`src/rtl/axi_chan_multicut.sv`:
```
// axi_chan_multicut: AXI register slicing with an independent cut depth per
// channel. Each cut is a spill stage (FullThru=1) or a half stage (FullThru=0).
// idle_o is high when no beat is held anywhere inside the block.

package axi_chan_multicut_pkg;
  typedef struct packed {
    logic [3:0]  id;
    logic [31:0] addr;
    logic [7:0]  len;
  } aw_chan_t;

  typedef struct packed {
    logic [31:0] data;
    logic [3:0]  strb;
    logic        last;
  } w_chan_t;

  typedef struct packed {
    logic [3:0] id;
    logic [1:0] resp;
  } b_chan_t;

  typedef struct packed {
    logic [3:0]  id;
    logic [31:0] addr;
    logic [7:0]  len;
  } ar_chan_t;

  typedef struct packed {
    logic [3:0]  id;
    logic [31:0] data;
    logic [1:0]  resp;
    logic        last;
  } r_chan_t;

  typedef struct packed {
    aw_chan_t aw;
    logic     aw_valid;
    w_chan_t  w;
    logic     w_valid;
    logic     b_ready;
    ar_chan_t ar;
    logic     ar_valid;
    logic     r_ready;
  } axi_req_t;

  typedef struct packed {
    logic     aw_ready;
    logic     w_ready;
    b_chan_t  b;
    logic     b_valid;
    logic     ar_ready;
    r_chan_t  r;
    logic     r_valid;
  } axi_resp_t;
endpackage

// One register stage: 2-slot spill register or 1-slot half register.
module axi_chan_multicut_stage #(
  parameter bit  FullThru = 1'b1,
  parameter type data_t   = logic
) (
  input  logic  clk_i,
  input  logic  rst_i,
  input  logic  in_valid_i,
  output logic  in_ready_o,
  input  data_t in_data_i,
  output logic  out_valid_o,
  input  logic  out_ready_i,
  output data_t out_data_o,
  output logic  empty_o
);
  if (FullThru) begin : g_full
    // Slot A drives the output; slot B only catches a beat while A is stalled.
    logic  a_full_q, b_full_q;
    data_t a_q, b_q;
    logic  push, pop;

    assign in_ready_o  = !b_full_q;
    assign push        = in_valid_i && !b_full_q;
    assign pop         = a_full_q && out_ready_i;
    assign out_valid_o = a_full_q;
    assign out_data_o  = a_q;
    assign empty_o     = !a_full_q;

    // Slot update; B can only hold a beat when A does, and no push lands while B is full.
    always_ff @(posedge clk_i) begin
      if (rst_i) begin
        a_full_q <= 1'b0;
        b_full_q <= 1'b0;
      end else if (pop && b_full_q) begin
        a_q      <= b_q;
        b_full_q <= 1'b0;
      end else if (push && (!a_full_q || pop)) begin
        a_q      <= in_data_i;
        a_full_q <= 1'b1;
      end else if (pop) begin
        a_full_q <= 1'b0;
      end else if (push) begin
        b_q      <= in_data_i;
        b_full_q <= 1'b1;
      end
    end
  end else begin : g_half
    // Single slot: accept only when empty, so push and pop never coincide.
    logic  full_q;
    data_t data_q;

    assign in_ready_o  = !full_q;
    assign out_valid_o = full_q;
    assign out_data_o  = data_q;
    assign empty_o     = !full_q;

    // Fill when empty, drain when the far side takes the beat.
    always_ff @(posedge clk_i) begin
      if (rst_i) begin
        full_q <= 1'b0;
      end else if (full_q) begin
        if (out_ready_i) full_q <= 1'b0;
      end else if (in_valid_i) begin
        full_q <= 1'b1;
        data_q <= in_data_i;
      end
    end
  end
endmodule

// A chain of Cuts stages for one channel; zero cuts degenerates to wires.
module axi_chan_multicut_chan #(
  parameter int unsigned Cuts     = 1,
  parameter bit          FullThru = 1'b1,
  parameter type         data_t   = logic
) (
  input  logic  clk_i,
  input  logic  rst_i,
  input  logic  in_valid_i,
  output logic  in_ready_o,
  input  data_t in_data_i,
  output logic  out_valid_o,
  input  logic  out_ready_i,
  output data_t out_data_o,
  output logic  empty_o
);
  if (Cuts == 0) begin : g_wire
    logic unused_clk_rst;
    assign unused_clk_rst = clk_i ^ rst_i;
    assign out_valid_o    = in_valid_i;
    assign out_data_o     = in_data_i;
    assign in_ready_o     = out_ready_i;
    assign empty_o        = 1'b1;
  end else begin : g_cut
    logic [Cuts:0]   vld, rdy;
    data_t           dat [Cuts+1];
    logic [Cuts-1:0] emp;

    assign vld[0]      = in_valid_i;
    assign dat[0]      = in_data_i;
    assign in_ready_o  = rdy[0];
    assign rdy[Cuts]   = out_ready_i;
    assign out_valid_o = vld[Cuts];
    assign out_data_o  = dat[Cuts];
    assign empty_o     = &emp;

    for (genvar i = 0; i < Cuts; i++) begin : g_stage
      axi_chan_multicut_stage #(
        .FullThru (FullThru),
        .data_t   (data_t)
      ) u_stage (
        .clk_i       (clk_i),
        .rst_i       (rst_i),
        .in_valid_i  (vld[i]),
        .in_ready_o  (rdy[i]),
        .in_data_i   (dat[i]),
        .out_valid_o (vld[i+1]),
        .out_ready_i (rdy[i+1]),
        .out_data_o  (dat[i+1]),
        .empty_o     (emp[i])
      );
    end
  end
endmodule

module axi_chan_multicut #(
  parameter int unsigned AwCuts   = 1,
  parameter int unsigned WCuts    = 1,
  parameter int unsigned BCuts    = 1,
  parameter int unsigned ArCuts   = 1,
  parameter int unsigned RCuts    = 1,
  parameter bit          FullThru = 1'b1,
  parameter type aw_chan_t  = axi_chan_multicut_pkg::aw_chan_t,
  parameter type w_chan_t   = axi_chan_multicut_pkg::w_chan_t,
  parameter type b_chan_t   = axi_chan_multicut_pkg::b_chan_t,
  parameter type ar_chan_t  = axi_chan_multicut_pkg::ar_chan_t,
  parameter type r_chan_t   = axi_chan_multicut_pkg::r_chan_t,
  parameter type axi_req_t  = axi_chan_multicut_pkg::axi_req_t,
  parameter type axi_resp_t = axi_chan_multicut_pkg::axi_resp_t
) (
  input  logic      clk_i,
  input  logic      rst_i,
  input  axi_req_t  slv_req_i,
  output axi_resp_t slv_resp_o,
  output axi_req_t  mst_req_o,
  input  axi_resp_t mst_resp_i,
  output logic      idle_o
);
  logic aw_empty, w_empty, b_empty, ar_empty, r_empty;

  axi_chan_multicut_chan #(.Cuts(AwCuts), .FullThru(FullThru), .data_t(aw_chan_t)) u_aw (
    .clk_i, .rst_i,
    .in_valid_i  (slv_req_i.aw_valid),  .in_ready_o  (slv_resp_o.aw_ready),
    .in_data_i   (slv_req_i.aw),
    .out_valid_o (mst_req_o.aw_valid),  .out_ready_i (mst_resp_i.aw_ready),
    .out_data_o  (mst_req_o.aw),        .empty_o     (aw_empty)
  );

  axi_chan_multicut_chan #(.Cuts(WCuts), .FullThru(FullThru), .data_t(w_chan_t)) u_w (
    .clk_i, .rst_i,
    .in_valid_i  (slv_req_i.w_valid),   .in_ready_o  (slv_resp_o.w_ready),
    .in_data_i   (slv_req_i.w),
    .out_valid_o (mst_req_o.w_valid),   .out_ready_i (mst_resp_i.w_ready),
    .out_data_o  (mst_req_o.w),         .empty_o     (w_empty)
  );

  axi_chan_multicut_chan #(.Cuts(BCuts), .FullThru(FullThru), .data_t(b_chan_t)) u_b (
    .clk_i, .rst_i,
    .in_valid_i  (mst_resp_i.b_valid),  .in_ready_o  (mst_req_o.b_ready),
    .in_data_i   (mst_resp_i.b),
    .out_valid_o (slv_resp_o.b_valid),  .out_ready_i (slv_req_i.b_ready),
    .out_data_o  (slv_resp_o.b),        .empty_o     (b_empty)
  );

  axi_chan_multicut_chan #(.Cuts(ArCuts), .FullThru(FullThru), .data_t(ar_chan_t)) u_ar (
    .clk_i, .rst_i,
    .in_valid_i  (slv_req_i.ar_valid),  .in_ready_o  (slv_resp_o.ar_ready),
    .in_data_i   (slv_req_i.ar),
    .out_valid_o (mst_req_o.ar_valid),  .out_ready_i (mst_resp_i.ar_ready),
    .out_data_o  (mst_req_o.ar),        .empty_o     (ar_empty)
  );

  axi_chan_multicut_chan #(.Cuts(RCuts), .FullThru(FullThru), .data_t(r_chan_t)) u_r (
    .clk_i, .rst_i,
    .in_valid_i  (mst_resp_i.r_valid),  .in_ready_o  (mst_req_o.r_ready),
    .in_data_i   (mst_resp_i.r),
    .out_valid_o (slv_resp_o.r_valid),  .out_ready_i (slv_req_i.r_ready),
    .out_data_o  (slv_resp_o.r),        .empty_o     (r_empty)
  );

  assign idle_o = aw_empty & w_empty & b_empty & ar_empty & r_empty;
endmodule

```
`config.mk`:
```
export PLATFORM = sky130hd
export DESIGN_NAME = axi_chan_multicut
export DESIGN_NICKNAME = d
export VERILOG_FILES = /design/src/rtl/axi_chan_multicut.sv
export SDC_FILE = /design/constraint.sdc
export NUM_CORES = 1
export LEC_CHECK = 0
export BUFFER_PORTS_ARGS = -buffer_cell sky130_fd_sc_hd__buf_4
export CAP_MARGIN = 25
export CORE_MARGIN = 2
export CORE_UTILIZATION = 40
export CTS_CLUSTER_DIAMETER = 100
export DETAILED_ROUTE_END_ITERATION = 8
export PLACE_DENSITY = 0.62
export REMOVE_ABC_BUFFERS = 1
export SYNTH_ARGS = -nofsm -noshare
export SYNTH_HDL_FRONTEND = slang
export SYNTH_SLANG_ARGS = --single-unit
export TNS_END_PERCENT = 100
```
`constraint.sdc`:
```
create_clock -name clk_i -period 10.56 [get_ports clk_i]
set_clock_uncertainty 0.1 [all_clocks]
set_input_delay 2.112 -clock clk_i [delete_from_list [all_inputs] [get_ports clk_i]]
set_output_delay 2.112 -clock clk_i [all_outputs]
set_load 0.03 [all_outputs]
```
Yosys cells after proc, flatten, opt, wreduce, memory -nomap -nowiden
Index checks and enable logic that the tools add are counted.
{ "word_totals": {"elab_cells": 150, "in_bits": 182, "regBits": 350, "output_inout_bits": 181} }
{ "op_classes": {"n_mux": 20, "reduce_logical": 70, "bitwise": 20} }
{ "ops": {"columns": ["operator", "n"], "rows": [
  ["44-bit two-way mux", 4],
  ["39-bit two-way mux", 2],
  ["37-bit two-way mux", 2],
  ["5-bit AND reduction", 5],
  ["1-bit logical AND", 20],
  ["2-bit AND reduction", 10],
  ["2-bit nonzero test", 10],
  ["1-bit inverter", 16],
  ["3-bit AND reduction", 5],
  ["6-bit two-way mux", 2],
  ["1-bit zero test", 10],
  ["1-bit two-way mux", 10],
  ["2-bit OR reduction", 5],
  ["1-bit logical OR", 5],
  ["1-bit AND", 4]
]} }

Depth between registers and ports, before layout
Gate-level depths: netlist of run 1.
{ "depth": {"depth_word": 5, "ltp_mapped": 4, "mapped_depth_nobuf": 3} }

Modules after synthesis
A second synthesis of run 1 with hierarchy kept.
{ "unflattened": {"cells_unflattened": 601, "area_unflattened_um2": 13320.3} }
{ "modules_own_cells": {"columns": ["module", "area_each_um2", "seq_area_each_um2", "n_inst", "cells_per_inst"], "rows": [
  ["axi_chan_multicut_stage (u_ar.g_cut.g_stage[0].u_stage ...)", 3452.1, 2682.6, 2, 151],
  ["axi_chan_multicut_stage (u_r.g_cut.g_stage[0].u_stage)", 2957.8, 2382.3, 1, 135],
  ["axi_chan_multicut_stage (u_w.g_cut.g_stage[0].u_stage)", 2904.0, 2262.2, 1, 129],
  ["axi_chan_multicut_stage (u_b.g_cut.g_stage[0].u_stage)", 541.8, 400.4, 1, 32],
  ["axi_chan_multicut", 12.5, 0.0, 1, 3]
]} }

Worst setup path before layout of run 1
Ideal clock, no wire load.
{ "synth_path": {"path_kind": "in2reg", "from": "input port rst_i", "to": "register u_ar.g_cut.g_stage[0].u_stage.g_full.b_q[0] in the netlist's numbering, enable pin", "arrival_time_ns": 6.917, "required_ns": 9.890, "n_path_buf": 1, "path_stages": 2, "setup_slack_ns": 2.973, "cell_sequence": "clkbuf_1 -> nor4b_1"} }
{ "synth_between": {"elab_chain_cells": 2} }
{ "synth_lines": {"columns": ["item", "line", "rtl"], "rows": [
  ["start, declared", "199", "input logic rst_i,"],
  ["1-bit inverter (no line)", null, null],
  ["5-bit AND reduction (no line)", null, null],
  ["end signal, assigned", "100", "b_q <= in_data_i;"],
  ["end, declared", "76", "data_t a_q, b_q;"]
]} }
No other way between the ends.
A chain may end at the register's enable or synchronous reset.

Final worst setup path of run 1
{ "layout_path": {"from": "register u_aw.g_cut.g_stage[0].u_stage.g_full.a_full_q", "to": "output port idle_o"} }
{ "layout_between": {"elab_chain_cells": 5} }
{ "layout_lines": {"columns": ["item", "line", "rtl"], "rows": [
  ["start, declared", "75", "logic a_full_q, b_full_q;"],
  ["start signal, assigned", "89", "a_full_q <= 1'b0;"],
  ["start signal, assigned", "96", "a_full_q <= 1'b1;"],
  ["start signal, assigned", "98", "a_full_q <= 1'b0;"],
  ["1-bit zero test", "84", "assign empty_o = !a_full_q;"],
  ["1-bit AND (4 in series)", "248", "assign idle_o = aw_empty & w_empty & b_empty & ar_empty & r_empty;"],
  ["end, declared", "204", "output logic idle_o"]
]} }
No other way between the ends.

==> impl_metrics.toml, run 1 <==
[run_status]
outcome = "finished, final reports clean"

[sta]
whs_ns = 0.442
hold_viol = 0
min_period_ns = 3.96
worstMarginPinSlew_ns = 0.907
max_freq_mhz = 252
finalCritPeriodShare_pct = 37.5
tns_ns = 0
setup_viol = 0
finalMaxSlewViolations = 0
rsz0062_at_grt = "no"
timing.final.ws_setup_ns = 6.60
max_slew_margin_pct = 39.1

[critical_path]
critPathLaunchType = "register"
worst-path-max-fanout = 9
cp.required_ns = 8.35
arrival_ns = 1.75
ff2ff_path_depth = 2
crit_path_end_kind = "output pin"
worstSetupPathType = "reg -> out"

[routing]
routed_via_density = 4.88
postRouteAntennaNets = 0
drtIter0Drc = 454
vias = 6957
dr.pass1.iters = 4
wire_per_inst_um = 19.4
finalWirelength_um = 27700
drc = 0

[place]
gp_congestion = 0.792
dpl.hpwl_um = 18500
place_ws_ns = 6.73
port_buffers = 362

[global_route]
track_usage_pct = 15.8
grt_pass1_vias = 6970
grt_max_degree = 45
grt_overflow = 0
grt_pass1_wl_um = 41000
antenna_found_initial = 0

[finish]
nets = 1180
synthToLayoutAreaGrowth_pct = 32.8
diodes = 0
drive_above_1_share_pct = 58.9
post-route-util_pct = 54.3

[logic_synthesis]
ys_seq_area_share_pct = 80.3
synth_area_per_cell_um2 = 21.1
synth_flop_cell = "edfxtp_1"
yosysUniqueCellTypes = 21
synthArstFlopShare_pct = 0
yosys_warnings = 0
synth_edf_count = 340
syn_area_um2 = 13000
ys_ff_latch = 350
syn_inst = 615

[floorplanning]
die-area_um2 = 33800
coreArea_um2 = 31700
dieHeight_um = 184
ioPinCount = 363
die_w_um = 184
rows = 65
initial_utilization_pct = 40.8

[hold_path]
hp-class = "reg -> reg"
hold_depth = 1

[clock_tree]
cts_hold_buf = 0
worstSkewPairLatency_ns = 0.51
cts_tree = "yes"
cts_buffers = 37
clk_pin_slew_ns = 0.06
clock_sinks = 350
cts_resized = 0
htree_num_levels = 2
clockBufferDepth = 3
clock-root-buffer = "clkbuf_16"
post_cts_buffers = 0

[pwr]
vdd_drop_max_uv = 136
fin_total_pwr_mw = 3.08
cellPowerDensity_nw_per_um2 = 179
power.leakage_nw = 6.45

[job]
maxCapViolations = 0
[layout by cell type, fill, tap and decap left out, types with 3 or more instances in the layout]
cell / count
nor4b_2: 4
nand2_1: 6
o21ai_0: 5
inv_1: 10
a211oi_1: 5
clkbuf_16: 39
nand3_2: 3
mux2_4: 10
clkbuf_1: 6
buf_4: 374
dfxtp_1: 10
clkinv_2: 4
clkinv_1: 12
mux2_2: 160
nor3_2: 3
nor2_1: 9
edfxtp_1: 340
a21oi_1: 14
[synthesized netlist by cell type, drive strengths merged (5+ instances only)]
cell type | n | area share [%]
edfxtp | 340 | 79
mux2 | 170 | 15
buf | 28 | 1.8
a21oi | 14 | 0.54
dfxtp | 10 | 1.5
inv | 10 | 0.29
nor2 | 9 | 0.26
nand2 | 6 | 0.17
a211oi | 5 | 0.29
nand3 | 5 | 0.41
nor4b | 5 | 0.34
o21ai | 5 | 0.19
[layer usage]
metal	GRT usage (%)	vias to the layer above	part of all wire, %
met5	0	-	0
met4	5.95	0	3.1
met3	5.63	64	10
met2	24.5	297	45
met1	20.5	3408	41
li1	-	3188	-
[state kept, by name, summed over array words and instances (netlist names), 6 cells and up]
signal and count:
u_ar.g_cut.g_stage.u_stage.g_full.b_q 44, u_ar.g_cut.g_stage.u_stage.out_data_o 44, u_aw.g_cut.g_stage.u_stage.g_full.b_q 44, u_aw.g_cut.g_stage.u_stage.out_data_o 44
u_b.g_cut.g_stage.u_stage.g_full.b_q 6, u_b.g_cut.g_stage.u_stage.out_data_o 6, u_r.g_cut.g_stage.u_stage.g_full.b_q 39, u_r.g_cut.g_stage.u_stage.out_data_o 39
u_w.g_cut.g_stage.u_stage.g_full.b_q 37, u_w.g_cut.g_stage.u_stage.out_data_o 37
[worst paths after layout]
check / from / endpoint / slack [ns]
worst max-delay path: u_aw.g_cut.g_stage[0].u_stage.out_valid_o$_SDFFE_PP0P_ / idle_o / 6.60
worst min-delay path: u_ar.g_cut.g_stage[0].u_stage.g_full.b_q[25]$_DFFE_PP_ / u_ar.g_cut.g_stage[0].u_stage.out_data_o[25]$_DFFE_PP_ / 0.44
worst max register to register: u_ar.g_cut.g_stage[0].u_stage.out_valid_o$_SDFFE_PP0P_ / u_ar.g_cut.g_stage[0].u_stage.g_full.b_q[11]$_DFFE_PP_ / 8.55
worst min register to register: u_ar.g_cut.g_stage[0].u_stage.g_full.b_q[25]$_DFFE_PP_ / u_ar.g_cut.g_stage[0].u_stage.out_data_o[25]$_DFFE_PP_ / 0.44
[critical path: stages, from the launching register on]
cell and delay, ns:
dfxtp_1 0.40, or4_1 0.55, nor2_1 0.12, buf_4 0.18
[cells by family (layout without fill, tap and decap cells)]
| logic type | after synthesis | count (layout) | synth area share, % |
|---|---|---|---|
| buffers and inverters | 40 | 449 | 2.11 |
| and+or+nand+nor | 30 | 30 | 1.39 |
| muxes | 170 | 170 | 15.1 |
| AOI/OAI and AO/OA | 25 | 25 | 1.09 |
| DFF | 350 | 350 | 80.3 |
[per-stage QoR]
step           area [µm²]  instances
6_report            17200       1426
5_1_grt             17200       1426
4_1_cts             17200       1426
3_5_place_dp        16100       1361
3_3_place_gp        16100       1361
2_1_floorplan       12700        585
[power by group]
| group | total (mW) | switching, mW | internal, mW |
|---|---|---|---|
| logic | 0.276 | 0.154 | 0.121 |
| clock network | 1.21 | 0.515 | 0.695 |
| registers | 1.60 | 0.0175 | 1.58 |
[final cells by class]
cell class / instances / area, µm²
Fill cell: 2563 / 14500
Sequential cell: 350 / 10400
Timing Repair Buffer: 374 / 2810
Multi-Input combinational cell: 225 / 2330
Clock buffer: 45 / 998
Tap cell: 402 / 503
Clock inverter: 20 / 120
Inverter: 10 / 37.5
(Power assumes the default switching activity.)
==> run 2: changes to the inputs <==
==> constraint.sdc (replaced) <==
create_clock -name clk_i -period 3.7 [get_ports clk_i]
set_clock_uncertainty 0.1 [all_clocks]
set_input_delay 0.74 -clock clk_i [delete_from_list [all_inputs] [get_ports clk_i]]
set_output_delay 0.74 -clock clk_i [all_outputs]
set_load 0.03 [all_outputs]
==> run 2 against run 1 <==
Against the previous run: worst hold slack got worse by 0.14 ns; sequential share of layout area fell by 0.64 points; global-route usage rose by 0.19 points; critical path depth did not move; critical path type unchanged; highest routed layer is now met5.
==> impl_metrics.toml, run 2 (same netlist as run 1, synthesis figures left out) <==
[hold_path]
hold_depth = 1
hold_path_startpoint = "mst_resp_i[15]"
hp-class = "in -> reg"
whs_endpoint = "u_r.g_cut.g_stage[0].u_stage.g_full.b_q[14]$_DFFE_PP_"

[critical_path]
slowest_stage = "or4_1"
crit_family = "simple AND/OR/NAND/NOR gates"
arrival_ns = 1.77
reg2reg_slack_ns = 1.47
cp.required_ns = 2.86
crit_path_end_kind = "output pin"
ff2ff_path_depth = 3
worst-path-max-fanout = 9
rr_startpoint = "u_r.g_cut.g_stage[0].u_stage.out_valid_o$_SDFFE_PP0P_"
path_cells = "or4_1, nor2_1, buf_4"
critPathMaxStageDelay_ns = 0.56
r2r-end = "u_r.g_cut.g_stage[0].u_stage.out_data_o[24]$_DFFE_PP_"
crit_buf_inv = 1
worstSetupPathType = "reg -> out"
critPathLaunchType = "register"
crit_cells = 3

[run_status]
outcome = "finished, final reports clean"

[routing]
dr.pass1.iters = 4
postRouteAntennaNets = 0
drtIter0Drc = 456
routed_via_density = 4.84
drc = 0
finalWirelength_um = 28100
vias = 6924
wire_per_inst_um = 19.6

[finish]
nets = 1181
fillers = 2552
diodes = 0
final_area_um2 = 17400
mostFrequentLayoutCells = "buf_4 (374), edfxtp_1 (340), mux2_2 (160), clkbuf_16 (41), a21oi_1 (14)"
post-route-util_pct = 54.8
drive_above_1_share_pct = 59.2
final_cells = 1431
synthToLayoutAreaGrowth_pct = 34.2
final_common_cell = "buf_4"

[global_route]
grt_pass1_wl_um = 41600
grt_max_degree = 45
grt_overflow = 0
grt_pass1_vias = 7147
track_usage_pct = 16.0
antenna_found_initial = 1

[clock_tree]
clock-root-buffer = "clkbuf_16"
cts_resized = 0
htree_num_levels = 2
cts_hold_buf = 0
cts_buffers = 38
cts_tree = "yes"
clockBufferDepth = 3
clock_sinks = 350
clk_pin_slew_ns = 0.06
post_cts_buffers = 0
worstSkewPairLatency_ns = 0.51

[sta]
timing.final.ws_setup_ns = 1.09
min_period_ns = 2.61
tns_ns = 0
worstMarginPinSlew_ns = 0.764
whs_ns = 0.307
finalCritPeriodShare_pct = 70.6
max_freq_mhz = 383
rsz0062_at_grt = "no"
setup_viol = 0
finalMaxSlewViolations = 0
max_slew_margin_pct = 48.7
hold_viol = 0

[floorplanning]
die-area_um2 = 33800
ioPinCount = 363
die_w_um = 184
dieHeight_um = 184
coreArea_um2 = 31700
initial_utilization_pct = 40.8
rows = 65

[place]
dpl.hpwl_um = 18800
place_ws_ns = 1.18
placed_cell_area_um2 = 16100
port_buffers = 362
dp_cells = 1361
gp_congestion = 0.733

[pwr]
cellPowerDensity_nw_per_um2 = 533
fin_total_pwr_mw = 9.28
power.leakage_nw = 6.54
vdd_drop_max_uv = 299

[job]
maxCapViolations = 0
-- run 2: worst max-delay path by stage --
| stage | startpoint | endpoint | slack [ns] |
|---|---|---|---|
| global placement | slv_req_i[0] | u_r.g_cut.g_stage[0].u_stage.out_data_o[15]$_DFFE_PP_ | 1.21 |
| finish | u_aw.g_cut.g_stage[0].u_stage.out_valid_o$_SDFFE_PP0P_ | idle_o | 1.09 |
| CTS | u_aw.g_cut.g_stage[0].u_stage.out_valid_o$_SDFFE_PP0P_ | idle_o | 1.04 |
| detailed placement | slv_req_i[0] | u_r.g_cut.g_stage[0].u_stage.out_data_o[16]$_DFFE_PP_ | 1.18 |
| global route | u_aw.g_cut.g_stage[0].u_stage.out_valid_o$_SDFFE_PP0P_ | idle_o | 1.0 |
| floorplan | slv_req_i[1] | u_ar.g_cut.g_stage[0].u_stage.g_full.b_q[0]$_DFFE_PP_ | -2.36 |
-- run 2: layout make-up --
type / count / area (µm²) / share of cell area, %
Multi-Input combinational cell: 225 / 2330 / 13.4
Clock inverter: 20 / 244 / 1.40
Timing Repair Buffer: 374 / 2810 / 16.1
Inverter: 10 / 37.5 / 0.216
Clock buffer: 50 / 1060 / 6.09
Sequential cell: 350 / 10400 / 59.9
Tap cell: 402 / 503 / 2.89
-- run 2: metal layers --
metal / track usage, % / vias to the layer above / routed length (µm)
met5: 0 / - / 13
met4: 4.13 / 2 / 422
met3: 6.72 / 33 / 2940
met2: 25.5 / 289 / 13100
met1: 20.2 / 3405 / 11600
li1: - / 3195 / -
-- run 2: power breakdown --
part	internal (mW)	switching [mW]
clock	2.44	1.49
sequential	4.51	0.0518
combinational	0.347	0.436
total	7.30	1.98
==> run 3: changes to the inputs <==
--- a/config.mk
+++ b/config.mk
@@ -11,7 +11,7 @@
 export CORE_UTILIZATION = 40
 export CTS_CLUSTER_DIAMETER = 100
 export DETAILED_ROUTE_END_ITERATION = 8
-export PLACE_DENSITY = 0.62
+export PLACE_DENSITY = 0.64
 export REMOVE_ABC_BUFFERS = 1
 export SYNTH_ARGS = -nofsm -noshare
 export SYNTH_HDL_FRONTEND = slang
==> constraint.sdc (replaced) <==
create_clock -name clk_i -period 2.2 [get_ports clk_i]
set_clock_uncertainty 0.1 [all_clocks]
set_input_delay 0.44 -clock clk_i [delete_from_list [all_inputs] [get_ports clk_i]]
set_output_delay 0.44 -clock clk_i [all_outputs]
set_load 0.03 [all_outputs]
==> run 3 against run 2 <==
Against the previous run: via count is 8.9% higher; critical path type unchanged; the run now ends with negative setup slack left; global-route usage grew 1.0 points; worst setup slack got worse by 1.1 ns; critical endpoint unchanged; routed wire length is 4.5% higher; critical path depth unchanged.
==> impl_metrics.toml, run 3 (same netlist as run 1, synthesis figures left out) <==
[run_status]
outcome = "complete, but fails checks"
violations = "negative setup slack"

[pwr]
cellPowerDensity_nw_per_um2 = 809
p_sw_share_pct = 21.9
combPwrFrac_pct = 10.4
vdd_drop_max_uv = 676
switching_power_mw = 3.36
p_clk_share_pct = 39.7
fin_total_pwr_mw = 15.4
p_seq_share_pct = 49.9
internal-power_mw = 12.0
power.leakage_nw = 7.19

[global_route]
grt_pass1_vias = 8008
antenna_found_initial = 0
top_usage_layer = "met2"
use_met1_pct = 20.3
grt_overflow = 0
use_met2_pct = 29.2
met3_usage_pct = 5.61
grt_pass1_wl_um = 44500
grt_max_degree = 45
track_usage_pct = 17.0

[critical_path]
worst-path-max-fanout = 2
rr_startpoint = "u_w.g_cut.g_stage[0].u_stage.out_valid_o$_SDFFE_PP0P_"
arrival_ns = 1.69
reg2reg_slack_ns = 0.30
crit_path_end_kind = "output pin"
r2r-end = "u_w.g_cut.g_stage[0].u_stage.out_data_o[0]$_DFFE_PP_"
worstSetupPathType = "reg -> out"
cp.required_ns = 1.66
ff2ff_path_depth = 2
critPathLaunchType = "register"

[finish]
diodes = 0
final_common_cell = "buf_4"
nets = 1334
mostFrequentLayoutCells = "buf_4 (368), edfxtp_1 (340), mux2_2 (160), dlygate4sd3_1 (146), clkbuf_16 (41)"
final_area_um2 = 19000
drive_above_1_share_pct = 52.7
fillers = 2350
synthToLayoutAreaGrowth_pct = 46.5

[job]
maxCapViolations = 0

[routing]
drc = 0
routed_via_density = 4.76
drtIter0Drc = 411
finalWirelength_um = 29300
vias = 7538
wire_per_inst_um = 18.5
dr.pass1.iters = 4
postRouteAntennaNets = 0

[hold_path]
whs_endpoint = "u_aw.g_cut.g_stage[0].u_stage.g_full.b_q[14]$_DFFE_PP_"
hp-class = "in -> reg"
hold_path_startpoint = "slv_req_i[100]"
hold_depth = 1

[floorplanning]
die-area_um2 = 33800
rows = 65
die_w_um = 184
ioPinCount = 363
coreArea_um2 = 31700
initial_utilization_pct = 40.8
dieHeight_um = 184

[clock_tree]
cts_buffers = 38
clock-root-buffer = "clkbuf_16"
htree_num_levels = 2
clockBufferDepth = 3
cts_tree = "yes"
worstSkewPairLatency_ns = 0.51
clk_pin_slew_ns = 0.06
clock_sinks = 350

[sta]
hold_viol = 0
setup_viol = 1
timing.final.ws_setup_ns = -0.0275
rsz0062_at_grt = "yes"
max_slew_margin_pct = 62.8
whs_ns = 0.0235
min_period_ns = 2.23
worstMarginPinSlew_ns = 0.558
finalMaxSlewViolations = 0
max_freq_mhz = 449
finalCritPeriodShare_pct = 101
tns_ns = -0.0275

[place]
place_ws_ns = 0.235
placed_cell_area_um2 = 16300
port_buffers = 362
gp_congestion = 0.760
dpl.hpwl_um = 18900
## run 3: cell count changes in the layout (fill, tap and decap cells not counted), moves of 2 or more
cell / change
buf_4: -6
dlygate4sd3_1: +146
dfxtp_1: -4
buf_12: +12
dfxtp_4: +3
clkinv_2: +2
bufinv_16: -4
## run 3: routing by layer
metal / up-vias / share of wire [%] / routed length, µm
li1: 3503 / - / -
met3: 52 / 8.0 / 2350
met1: 3712 / 40 / 11700
met5: - / 0 / 0
met2: 271 / 49 / 14500
met4: 0 / 2.6 / 757
## run 3: how the worst max path moves through the flow
| stage | depth (start not counted) | slack (ns) | endpoint | start |
|---|---|---|---|---|
| floorplan | 3 | -3.73 | u_ar.g_cut.g_stage[0].u_stage.g_full.b_q[0]$_DFFE_PP_ | u_ar.g_cut.g_stage[0].u_stage.g_full.b_full_q$_SDFFE_PP0P_ |
| CTS | 3 | -0.08 | idle_o | u_r.g_cut.g_stage[0].u_stage.out_valid_o$_SDFFE_PP0P_ |
| global placement | 3 | 0.27 | idle_o | u_aw.g_cut.g_stage[0].u_stage.out_valid_o$_SDFFE_PP0P_ |
| finish | 3 | -0.03 | idle_o | u_b.g_cut.g_stage[0].u_stage.out_valid_o$_SDFFE_PP0P_ |
| global route | 3 | -0.07 | idle_o | u_b.g_cut.g_stage[0].u_stage.out_valid_o$_SDFFE_PP0P_ |
| detailed placement | 3 | 0.24 | idle_o | u_aw.g_cut.g_stage[0].u_stage.out_valid_o$_SDFFE_PP0P_ |
## run 3: cell type report
type	instances	area [µm²]	share of cell area, %
Clock buffer	49	1060	5.56
Clock inverter	20	150	0.791
Sequential cell	350	10400	54.9
Multi-Input combinational cell	225	2340	12.3
Inverter	10	37.5	0.198
Timing Repair Buffer	527	4480	23.6
Tap cell	402	503	2.65
## run 3: timing repair
item                                    4_1_cts  5_1_grt
setup buffers                                 3        0
endpoints found under the setup margin        1        1
hold buffers                                145        1
pin swaps                                     2        2
gates resized for setup                      10        1
hold endpoints to repair                    145        1
## run 3: power by group through the flow
stage	Clock [mW]	Sequential (mW)	Combinational [mW]
floorplan	0	8.16	0.310
global placement	0	7.81	1.35
detailed placement	0	7.81	1.36
CTS	6.27	7.67	1.61
global route	6.55	7.69	1.70
finish	6.11	7.67	1.60
## run 3: per-stage QoR
stage          utilization (%)  cells
6_report                  59.9   1583
5_1_grt                   59.9   1583
4_1_cts                   59.8   1582
3_5_place_dp              51.3   1365
3_3_place_gp              51.3   1365
2_1_floorplan                -    585
## run 3: critical path, cell delays in order, from the launching register on
cell and delay (ns):
dfxtp_4 0.34, or4_4 0.57, nor2_4 0.13, buf_6 0.14
